[config.mk]
export PLATFORM = sky130hd
export DESIGN_NAME = seg_scan_driver_flat
export DESIGN_NICKNAME = d
export VERILOG_FILES = /design/src/rtl/clock_pkg.sv /design/src/rtl/seg_scan_driver_if.sv /design/src/rtl/seg_decoder.sv /design/src/rtl/seg_scan_driver.sv /design/src/flat_wrapper.sv
export SDC_FILE = /design/constraint.sdc
export NUM_CORES = 1
export LEC_CHECK = 0
export CAP_MARGIN = 20
export CORE_MARGIN = 2
export CORE_UTILIZATION = 54
export CTS_CLUSTER_SIZE = 20
export DETAILED_ROUTE_END_ITERATION = 10
export PLACE_DENSITY = 0.89
export SLEW_MARGIN = 40
export SYNTH_ARGS = -nofsm -noshare
export SYNTH_HDL_FRONTEND = slang
export SYNTH_SLANG_ARGS = --single-unit
[constraint.sdc]
create_clock -name clk -period 3.47 [get_ports clk]
set_input_delay 0.347 -clock clk [delete_from_list [all_inputs] [get_ports clk]]
set_output_delay 0.347 -clock clk [all_outputs]
set_load 0.005 [all_outputs]
[src/rtl/clock_pkg.sv]
// clock_pkg: display glyphs, digit indices and time limits shared by the clock datapath
package clock_pkg;
  localparam logic [6:0] SEG_BLANK = 7'h7F;
  localparam logic [6:0] SEG_DASH = 7'h3F;
  localparam logic [6:0] DIGIT_PAT [10] = '{7'h40, 7'h79, 7'h24, 7'h30, 7'h19,
                                           7'h12, 7'h02, 7'h78, 7'h00, 7'h10};
  localparam logic [4:0] HOURS_MAX = 5'd23;
  localparam logic [5:0] MINUTES_MAX = 6'd59;
  typedef enum logic [1:0] {DIG_MU, DIG_MT, DIG_HU, DIG_HT} digit_t;
endpackage

[src/rtl/seg_scan_driver_if.sv]
// seg_scan_driver_if: binary time inputs and active-low display pins
interface seg_scan_driver_if;
  logic one_second_pulse;
  logic [4:0] hours;
  logic [5:0] minutes;
  logic [6:0] seg;
  logic [3:0] an;
  logic dp;
  modport master(output one_second_pulse, hours, minutes, input seg, an, dp);
  modport slave(input one_second_pulse, hours, minutes, output seg, an, dp);
endinterface

[src/rtl/seg_decoder.sv]
// seg_decoder: 4-bit digit value to active-low 7-segment pattern, dash overrides blank
module seg_decoder
  import clock_pkg::*;
(
  input  logic [3:0] value,
  input  logic       blank,
  input  logic       dash,
  output logic [6:0] pattern
);
  always_comb pattern = dash ? SEG_DASH : (blank || value > 4'd9) ? SEG_BLANK : DIGIT_PAT[value];
endmodule

[src/rtl/seg_scan_driver.sv]
// seg_scan_driver: 4-digit HH.MM multiplexed display scanner with per-frame snapshot and blinking dp
module seg_scan_driver
  import clock_pkg::*;
#(
  parameter int CLK_HZ = 100_000_000,
  parameter int REFRESH_HZ = 1000,
  parameter int BLANK_CYC = 16,
  parameter int LZ_BLANK = 1
) (
  input logic clk,
  input logic reset,
  seg_scan_driver_if.slave bus
);
  localparam int SCAN_DIV = CLK_HZ / (4 * REFRESH_HZ);
  localparam int SW = SCAN_DIV > 1 ? $clog2(SCAN_DIV) : 1;
  logic [SW-1:0] slot_q, slot_d;
  digit_t digit_q, digit_d;
  logic [4:0] h_q, h_d;
  logic [5:0] m_q, m_d;
  logic colon_q, colon_d;
  logic [6:0] seg_q, seg_d;
  logic [3:0] an_q, an_d;
  logic dp_q, dp_d;
  logic wrap, lit, err, blank;
  logic [3:0] value;
  logic [6:0] pattern;
  seg_decoder u_dec (.value(value), .blank(blank), .dash(err), .pattern(pattern));
  // Snapshot is taken only at the frame boundary so a frame never mixes old and new digits
  always_comb begin
    wrap = slot_q == SW'(SCAN_DIV - 1);
    lit = slot_q >= SW'(BLANK_CYC);
    err = h_q > HOURS_MAX || m_q > MINUTES_MAX;
    value = digit_q == DIG_HT ? 4'(h_q / 5'd10) :
            digit_q == DIG_HU ? 4'(h_q % 5'd10) :
            digit_q == DIG_MT ? 4'(m_q / 6'd10) : 4'(m_q % 6'd10);
    blank = LZ_BLANK != 0 && digit_q == DIG_HT && value == 4'd0;
    slot_d = wrap ? '0 : slot_q + 1'b1;
    digit_d = wrap ? digit_t'(digit_q - 2'd1) : digit_q;
    h_d = wrap && digit_q == DIG_MU ? bus.hours : h_q;
    m_d = wrap && digit_q == DIG_MU ? bus.minutes : m_q;
    colon_d = colon_q ^ bus.one_second_pulse;
    seg_d = lit ? pattern : SEG_BLANK;
    an_d = lit ? ~(4'b0001 << digit_q) : 4'hF;
    dp_d = !(lit && digit_q == DIG_HU && colon_q && !err);
  end
  always_ff @(posedge clk) begin
    if (!reset) begin
      slot_q <= '0;
      digit_q <= DIG_HT;
      h_q <= '0;
      m_q <= '0;
      colon_q <= 1'b0;
      seg_q <= SEG_BLANK;
      an_q <= 4'hF;
      dp_q <= 1'b1;
    end else begin
      slot_q <= slot_d;
      digit_q <= digit_d;
      h_q <= h_d;
      m_q <= m_d;
      colon_q <= colon_d;
      seg_q <= seg_d;
      an_q <= an_d;
      dp_q <= dp_d;
    end
  end
  assign bus.seg = seg_q;
  assign bus.an = an_q;
  assign bus.dp = dp_q;
endmodule
[src/flat_wrapper.sv]
// flat-port wrapper written by rule: the top's interface ports become plain ports
module seg_scan_driver_flat import clock_pkg::*;
#(
  parameter int CLK_HZ = 100_000_000,
  parameter int REFRESH_HZ = 1000,
  parameter int BLANK_CYC = 16,
  parameter int LZ_BLANK = 1
)
  (clk, reset, bus_one_second_pulse, bus_hours, bus_minutes, bus_seg, bus_an, bus_dp);
  seg_scan_driver_if bus_i ();
  input logic clk;
  input logic reset;
  input wire logic [$bits(bus_i.one_second_pulse)-1:0] bus_one_second_pulse;
  input wire logic [$bits(bus_i.hours)-1:0] bus_hours;
  input wire logic [$bits(bus_i.minutes)-1:0] bus_minutes;
  output wire logic [$bits(bus_i.seg)-1:0] bus_seg;
  output wire logic [$bits(bus_i.an)-1:0] bus_an;
  output wire logic [$bits(bus_i.dp)-1:0] bus_dp;
  assign bus_i.one_second_pulse = bus_one_second_pulse;
  assign bus_i.hours = bus_hours;
  assign bus_i.minutes = bus_minutes;
  assign bus_seg = bus_i.seg;
  assign bus_an = bus_i.an;
  assign bus_dp = bus_i.dp;
  seg_scan_driver #(.CLK_HZ(CLK_HZ), .REFRESH_HZ(REFRESH_HZ), .BLANK_CYC(BLANK_CYC), .LZ_BLANK(LZ_BLANK)) u_core (.clk(clk), .reset(reset), .bus(bus_i));
endmodule
=== Yosys cells after proc, flatten, opt, wreduce, memory -nomap -nowiden ===
Memory sizes are Yosys's and may differ from the RTL's.
Cells that the tools add are included.

* $add $sub $neg: 2
* $lt $le $gt $ge: 5
* Divide/modulo/power cells: 4
* Eq/ne operators: 4
* Mux-type cells: 7
* Reductions and logical operators: 14
* Bitwise operators: 5
* Shift-type cells: 1

{| class="wikitable"
|+ Operators by type and width
! cell !! number
|-
| $mux 7 || 4
|-
| $add 15x1->15 const B || 1
|-
| $eq 15x15->1 const B || 1
|-
| $ge 15x5->1 const B || 1
|-
| $mux 4 || 3
|-
| $div 6x4->6 const B || 1
|-
| $gt 6x6->1 const B || 1
|-
| $mod 6x4->6 const B || 1
|-
| $div 5x4->5 const B || 1
|-
| $ge 5x5->1 const B || 1
|-
| $gt 5x5->1 const B || 1
|-
| $logic_and 1x1->1 || 5
|-
| $mod 5x4->5 const B || 1
|-
| $not 4->5 || 1
|-
| $eq 2x2->1 const B || 2
|-
| $gt 4x4->1 const B || 1
|-
| $logic_not 4->1 || 1
|-
| $not 4->4 || 1
|-
| $reduce_or 4->1 || 1
|-
| $shl 1x2->4 const A || 1
|-
| $eq 2x1->1 const B || 1
|-
| $logic_not 1->1 || 2
|-
| $logic_not 2->1 || 1
|-
| $logic_or 1x1->1 || 2
|-
| 5 further kinds || 6
|}

* Word-level logic and storage cells: 52
* Output and inout bits: 12
* Register bits: 41
* Memory bits (read-only): 112
* Memories: 1

{| class="wikitable"
|+ Memories
! memory !! words !! bits a word !! read ports !! clocked after memory_dff !! write ports !! line !! source
|-
| (no name shown) || 16 || 7 || 1 || 0 || 0 || seg_decoder.sv:10 || <nowiki>always_comb pattern = dash ? SEG_DASH : (blank || value > 4'd9) ? SEG_BLANK : DIGIT_PAT[value];</nowiki>
|}

=== Logic depth before layout (Yosys ltp) ===
Gate-level depths: netlist (run 1).

* Word-level depth: 10
* Gate-level depth with buffers: 15
* Mapped depth without buffers: 15

=== By module ===
Synthesis (run 1) repeated with hierarchy kept, for this count alone.

* Cells, all modules: 285
* Area, all modules: 2417.3 µm²

{| class="wikitable"
|+ Modules (own cells, without submodules)
! module !! instances !! seq. area each (µm²) !! cells an instance !! area each (µm²)
|-
| seg_scan_driver || 1 || 820.8 || 255 || 2189.6
|-
| seg_decoder || 1 || 0.0 || 30 || 227.7
|}

=== Worst setup path before layout (run 1) ===
Ideal clock, no wire load.

* Kind: register to register
* From: reg u_core.h_q[2]
* To: reg u_core.seg_q[5], in the netlist u_core.bus.seg[5]
* Required time: 3.343 ns
* Stages on the path, launching flop included: 13
* Setup time: 0.127 ns
* Path buffers: 0
* Arrival time: 2.632 ns
* Setup slack: 0.711 ns
* Period minus slack after synthesis: 2.759 ns
* Cells stage by stage: dfxtp_1 -> and2b_1 -> a21boi_0 -> ha_1 -> inv_1 -> nand2_1 -> maj3_1 -> nand2_1 -> a311o_1 -> ha_1 -> nand2_1 -> and3_4 -> or3b_1

* Word-level cells in the longest chain between the ends: 7
* Elaborated cells on any way between the ends: 15

{| class="wikitable"
|+ Ends and longest elaborated chain
! element !! line !! source
|-
| start, declared || seg_scan_driver.sv:18 || <nowiki>logic [4:0] h_q, h_d;</nowiki>
|-
| start signal, assigned || seg_scan_driver.sv:50 || <nowiki>h_q <= '0;</nowiki>
|-
| start signal, assigned || seg_scan_driver.sv:59 || <nowiki>h_q <= h_d;</nowiki>
|-
| $mod 5x4->5 || seg_scan_driver.sv:34 || <nowiki>digit_q == DIG_HU ? 4'(h_q % 5'd10) :</nowiki>
|-
| $mux 4 || seg_scan_driver.sv:34 ||
|-
| $mux 4 || seg_scan_driver.sv:33 || <nowiki>value = digit_q == DIG_HT ? 4'(h_q / 5'd10) :</nowiki>
|-
| $not 4->5 (not written as such) / $logic_not 4->1 (equally long branches) || seg_decoder.sv:10, seg_scan_driver.sv:36 ||
|-
| $mem_v2 16x7 / $logic_and 1x1->1 (equally long branches) || -- ||
|-
| $mux 7 (not written as such) / $logic_or 1x1->1 (equally long branches) || seg_decoder.sv:10 ||
|-
| $mux 7 (not written as such) / $reduce_or 4->1 (equally long branches) || -- ||
|-
| end signal, assigned || seg_scan_driver.sv:62 || <nowiki>seg_q <= seg_d;</nowiki>
|-
| end, declared || seg_scan_driver.sv:21 || <nowiki>logic [6:0] seg_q, seg_d;</nowiki>
|}

Several ways; a longest one is shown, not always the timed one. The select of a mux whose other input is x is not followed.
A chain may end at the register's enable or synchronous reset.

=== Final worst setup path (run 1) ===
Same ends and word-level chain as after synthesis.

==> summary.md, run 1 <==
| Metric | Value |
|---|---|
| Leading area contributor after synthesis | dfxtp_1 |
| Internal | 0.6505 mW |
| PwrDens | 304.3 nW/um^2 |
| Switching Power | 0.1772 mW |
| Root buffer cell | clkbuf_8 |
| Worst Path Arrival | 3.17 ns |
| Hold Crit Class | flip-flop to flip-flop |
| Period utilization | 0.8608 |
| Filler Cell Count | 358 |
| Endpoints failing setup | 0 |
| Top cell by count, worst path | nand2_1 |
| Initial DRC Count | 240 |
| CP cell instances | and2b_1 > a21boi_0 > ha_1 > inv_1 > nand2_1 > maj3_1 > nand2_1 > a311o_1 > ha_1 > nand2_1 > and3_4 > or3b_1 |
| Largest net degree at the start of global routing | 17 |
| Syn Inst Count | 286 |
| Fin. Hold Viols | 0 |
| Vias in the first global route | 1915 |
| FF+latch area | 820.8 um^2 |
| CP Buf/Inv Count | 1 |
| Top cells by area, synth | dfxtp_1 (35%), ha_1 (6.9%), nand2_1 (6.0%) |
| CP endpoint kind | flip-flop |
| Required @ worst endpoint | 3.65 ns |
| Top-level I/O count | 26 |
| TritonCTS buffer count | 5 |
| Port Buffer Count | 25 |
| Clock Path Buffers | 2 |
| Worst Tran Pin Value | 0.5657 ns |
| Startpoint types | flip-flop |
| Initial antenna violation count | 0 |
| WHS | 0.4320 ns |
| Worst flop-to-flop path startpoint | u_core.h_q[2] |
| Max-cap violations | 0 |
| Tmin final | 2.987 ns |
| Yosys top cell area share | 0.3473 |
| Met2 WL | 2.321 mm |
| LEAKAGE | 0.9726 nW |
| Avg Inst Size Synth | 8.264 um^2 |
| M1 wire length | 2.186 mm |
| Clk pin slew, worst setup/hold paths | 0.08 ns |
| Status | completed |
| Clock power frac | 0.385 |
| Sw Share | 0.2141 |
| VDD IR max | 197.5 uV |
| Register share of total power | 0.579 |
| Highest routed layer | met4 |
| Chip height | 70.16 um |
| Post-synth ARST share | 0 |
| Initial cell density of the core | 0.5504 |
| Slew HR | 0.6228 |
| Placeable Area | 4294 um^2 |
| CTS tree | yes |
| Routed met3 length | 327 um |
| Critical path type | flip-flop to flip-flop |
| Post-synth top flop | dfxtp_1 |
| Commonest non-fill, non-tap cell in the layout | dfxtp_1 |
| Ys Warns | 0 |
| TNS Setup | 0 ns |
| RSZ-0062 raised after global routing | no |
| R2r worst-path depth | 12 |
| Comb pwr share | 0.036 |
| Hold_buf cts | 0 |
| Ant. Diodes | 0 |
| CTS H-tree lvls | 2 |
| Netlist Area Pre-Place | 2364 um^2 |
| Drt first pass iters | 4 |
| Rows | 24 |
| Synth Register Bits | 41 |
| Distinct cell type count after synthesis | 60 |
| Syn nets | 313 |
| Placed Cells | 352 |
| Nets | 334 |
| Routability congestion estimate | 0.9826 |
| Multi-input logic area | 1423 um^2 |
| Synth-to-Final Area Change | 15.09% |
| CP max-delay cell | dfxtp_1 |
| Post-CTS Setup Inserts | 0 |
| CP peak stage delay | 0.43 ns |
| Clock latency on the worst-skew pair | 0.29 ns |
| Worst Hold Launch | u_core.colon_q |
| R2R Path End | u_core.bus.seg[5] |
| Worst Skew | 0.006569 ns |
| DIE AREA | 4922 um^2 |
| Total global-route track usage | 0.2061 |
| Setup slack, reg-to-reg | 0.48 ns |
| Max Fanout on Critical Path | 7 |
| WHS Endpoint | u_core.bus.dp |
| Post-cts resize count | 0 |
| Number of synthesized flops with an enable pin | 0 |
| WHS Path Cells | 1 |
| Post-synthesis sequential area ratio | 0.3473 |
| Most frequent cells in the layout | dfxtp_1 (41), nand2_1 (38), clkdlybuf4s50_1 (25) |
| Routed Antenna Nets | 0 |
| Overflow left after global routing | 0 |
| WL/cell | 13.62 um |
| Via/cell ratio | 5.992 |
| Pre-CTS setup slack | 0.4840 ns |
| Routed vias | 2151 |
| Chip width | 70.16 um |
| CP top delay family | simple AND/OR/NAND/NOR gates |
| HPWL after DPL | 3.613 mm |
| Share of layout cells above drive strength 1 | 0.05212 |
| CTS sink cnt | 41 |
| Routed Wire Length | 4.891 mm |
| First-pass GRT wire length | 8.293 mm |
| Fmax | 0.3348 GHz |
| Fin cells | 359 |
| Max Slew Vio Count | 0 |
| DRC | 0 |
| Final worst slack | 0.4829 ns |
==> Yosys cell counts (all sizes together), types with 2 or more instances <==
library cell	count
a211o	3
a211oi	4
a21boi	12
a21oi	7
a22oi	2
a31o	2
a31oi	2
and2	3
and3	3
buf	5
clkbuf	7
dfxtp	41
ha	13
inv	17
maj3	2
nand2	38
nand2b	6
nand3	22
nand4	3
nor2	23
nor2b	3
nor3	5
nor3b	2
o211ai	4
o21ai	5
o221ai	2
o22ai	4
o31a	2
or3	4
or4	2
xnor2	6
xor2	10
==> registers in the layout (all words and copies together), names as in the netlist <==
name and cells:
u_core.h_q 5, u_core.bus.an 4, u_core.colon_q 1, u_core.bus.dp 1, u_core.digit_q 2, u_core.m_q 6, u_core.bus.seg 7, u_core.slot_q 15
==> cell families (layout without fill, tap and decap cells) <==
logic type,Yosys count,after routing,synth area share
compound gates,64,64,0.2096
flops,41,41,0.3473
buf+inv,29,50,0.05082
fa+ha+maj,15,15,0.07782
xor+xnor,16,16,0.05929
simple gates,121,121,0.2552
==> power groups by stage <==
stage                     registers, mW  logic, mW  clock network [mW]
after CTS                         0.479     0.0305               0.327
after global routing              0.480     0.0331               0.343
after floorplan                   0.489     0.0124                   0
after detailed placement          0.490     0.0302                   0
final                             0.479     0.0301               0.319
after global placement            0.490     0.0295                   0
==> layout make-up <==
class                   count  share of cell area
flip-flops and latches     41              0.3017
clock inverters             1            0.002760
clock buffers               6             0.03036
inverters                  17             0.02346
multi-input cells         216              0.5230
well taps                  52             0.02392
repair buffers             26             0.09476
==> metrics by stage <==
step	power [mW]	utilization	area (um^2)
floorplan	0.5013	-	2364
global placement	0.5191	0.6125	2630
detailed placement	0.5200	0.6125	2630
CTS	0.8360	0.6335	2720
global route	0.8554	0.6335	2720
finish	0.8277	0.6335	2720
==> metal layers <==
metal	track usage	up-vias
li1	-	1054
met1	0.2614	1012
met2	0.3460	79
met3	0.05195	6
met4	0.06197	0
met5	0	-
==> worst max path at each step <==
stage                       start                 to  cells after the start  slack (ns)
floorplan           u_core.h_q[2]  u_core.bus.seg[5]                     12        0.71
global placement    u_core.h_q[2]  u_core.bus.seg[5]                     12        0.59
detailed placement  u_core.h_q[2]  u_core.bus.seg[5]                     12        0.48
CTS                 u_core.h_q[2]  u_core.bus.seg[5]                     12        0.48
global route        u_core.h_q[2]  u_core.bus.seg[6]                     14        0.18
finish              u_core.h_q[2]  u_core.bus.seg[5]                     12        0.48
No activity file was read; power rests on OpenSTA's default activity.
==> inputs of run 2 (changes only) <==
--- a/config.mk
+++ b/config.mk
@@ -8,6 +8,7 @@
 export CAP_MARGIN = 20
 export CORE_MARGIN = 2
 export CORE_UTILIZATION = 54
+export CTS_BUF_LIST = sky130_fd_sc_hd__clkbuf_16
 export CTS_CLUSTER_SIZE = 20
 export DETAILED_ROUTE_END_ITERATION = 10
 export PLACE_DENSITY = 0.89
==> run 2 against run 1 <==
  * Via count decreased by 1.1%
  * Non-clock buffer count unchanged
  * Core utilization increased by 1.1 points
  * Global-route usage unchanged
  * Design area increased by 1.7%
  * Cell count unchanged
  * Clock power increased by 36%
  * Critical endpoint is now u_core.bus.seg[3]
==> summary.md, run 2 (synthesis gave the netlist of run 1 again) <==
| Metric | Value |
|---|---|
| Total global-route track usage | 0.2061 |
| Post-CTS Setup Inserts | 0 |
| Worst Path Arrival | 3.16 ns |
| Synth-to-Final Area Change | 17.05% |
| Pwr Total | 0.9442 mW |
| Rows | 24 |
| Max-cap violations | 0 |
| CTS tree | yes |
| Share of layout cells above drive strength 1 | 0.04886 |
| Ant. Diodes | 0 |
| Nets | 334 |
| VDD IR max | 245.7 uV |
| Status | completed |
| Required @ worst endpoint | 3.62 ns |
| Endpoints failing setup | 0 |
| Largest net degree at the start of global routing | 17 |
| Vias in the first global route | 1902 |
| DRC | 0 |
| First-pass GRT wire length | 8.286 mm |
| Reg with most FFs | u_core.slot_q |
| Filler Cell Count | 350 |
| Routed Antenna Nets | 0 |
| Most frequent cells in the layout | dfxtp_1 (41), nand2_1 (38), clkdlybuf4s50_1 (25) |
| LEAKAGE | 0.9927 nW |
| Chip height | 70.16 um |
| CP endpoint kind | flip-flop |
| Fin cells | 359 |
| Worst Skew | 0.003364 ns |
| Max reg flops | 15 |
| Fmax | 0.3324 GHz |
| Critical path type | flip-flop to flip-flop |
| Initial antenna violation count | 0 |
| Placed Cells | 352 |
| HPWL after DPL | 3.613 mm |
| Period utilization | 0.8669 |
| Hold_buf cts | 0 |
| Util after Layout | 0.6442 |
| Routed Wire Length | 4.916 mm |
| Slew HR | 0.6302 |
| Worst Tran Pin Value | 0.5547 ns |
| Post-cts resize count | 0 |
| Routability congestion estimate | 0.9826 |
| Hold Crit Class | flip-flop to flip-flop |
| CTS sink cnt | 41 |
| Chip width | 70.16 um |
| Routed vias | 2127 |
| Max Slew Vio Count | 0 |
| Clock Path Buffers | 2 |
| Startpoint types | flip-flop |
| Initial cell density of the core | 0.5504 |
| WL/cell | 13.69 um |
| Max Fanout on Critical Path | 7 |
| Placeable Area | 4294 um^2 |
| Via/cell ratio | 5.925 |
| Clock latency on the worst-skew pair | 0.28 ns |
| Commonest non-fill, non-tap cell in the layout | dfxtp_1 |
| Initial DRC Count | 221 |
| Root buffer cell | clkbuf_16 |
| Overflow left after global routing | 0 |
| CTS H-tree lvls | 2 |
| Fin. Hold Viols | 0 |
| DIE AREA | 4922 um^2 |
| Port Buffer Count | 25 |
| TNS Setup | 0 ns |
| TritonCTS buffer count | 5 |
| Tmin final | 3.008 ns |
| RSZ-0062 raised after global routing | no |
| Drt first pass iters | 4 |
| Clk pin slew, worst setup/hold paths | 0.06 ns |
| Top-level I/O count | 26 |
| PwrDens | 341.3 nW/um^2 |
| WHS | 0.4243 ns |
## run 2: changes by cell type in the layout (fill, tap and decap cells not counted)
cell       previous run  this run
clkbuf_16             0         5
clkinv_1              0         1
clkbuf_8              6         0
## run 2: layout make-up
cell class / count / area [um^2] / area share
multi-input cells: 216 / 1423 / 0.5142
flip-flops and latches: 41 / 820.8 / 0.2967
repair buffers: 26 / 257.7 / 0.09317
clock buffers: 5 / 125.1 / 0.04523
well taps: 52 / 65.06 / 0.02352
inverters: 17 / 63.81 / 0.02307
clock inverters: 2 / 11.26 / 0.004071
## run 2: worst paths after layout
path | slack, ns | from | to | depth (start not counted)
setup / recovery | 0.46 | u_core.h_q[2] | u_core.bus.seg[3] | 14
hold / removal | 0.42 | u_core.colon_q | u_core.bus.dp | 1
setup reg to reg | 0.46 | u_core.h_q[2] | u_core.bus.seg[3] | 14
hold reg to reg | 0.42 | u_core.colon_q | u_core.bus.dp | 1
## run 2: critical path: stages (launching register included)
cell and delay, ns:
dfxtp_1 0.42, and2b_1 0.26, a21boi_0 0.25, ha_1 0.23, nor2b_1 0.05, o21ai_0 0.16, nand2_1 0.07, a31o_2 0.27
a21oi_1 0.16, and2_1 0.17, ha_1 0.23, nor2_1 0.09, a221o_1 0.29, nand2_1 0.12, o2111ai_1 0.11
## run 2: layer usage
layer	track usage	wire (um)
met5	0	0
met4	0.06838	53
met3	0.04329	271
met2	0.3503	2386
met1	0.2605	2206
## run 2: power breakdown
group          internal (mW)  leakage [nW]  switching [mW]
registers              0.475         0.332         0.00446
clock network          0.259        0.0633           0.175
logic                 0.0190         0.598          0.0111
## run 2: metrics by stage
step	instance area, um^2	setup WS [ns]
3_3_place_gp	2630	0.5911
4_1_cts	2766	0.4818
5_1_grt	2766	0.1846
2_1_floorplan	2364	0.7108
6_report	2766	0.4620
3_5_place_dp	2630	0.4840
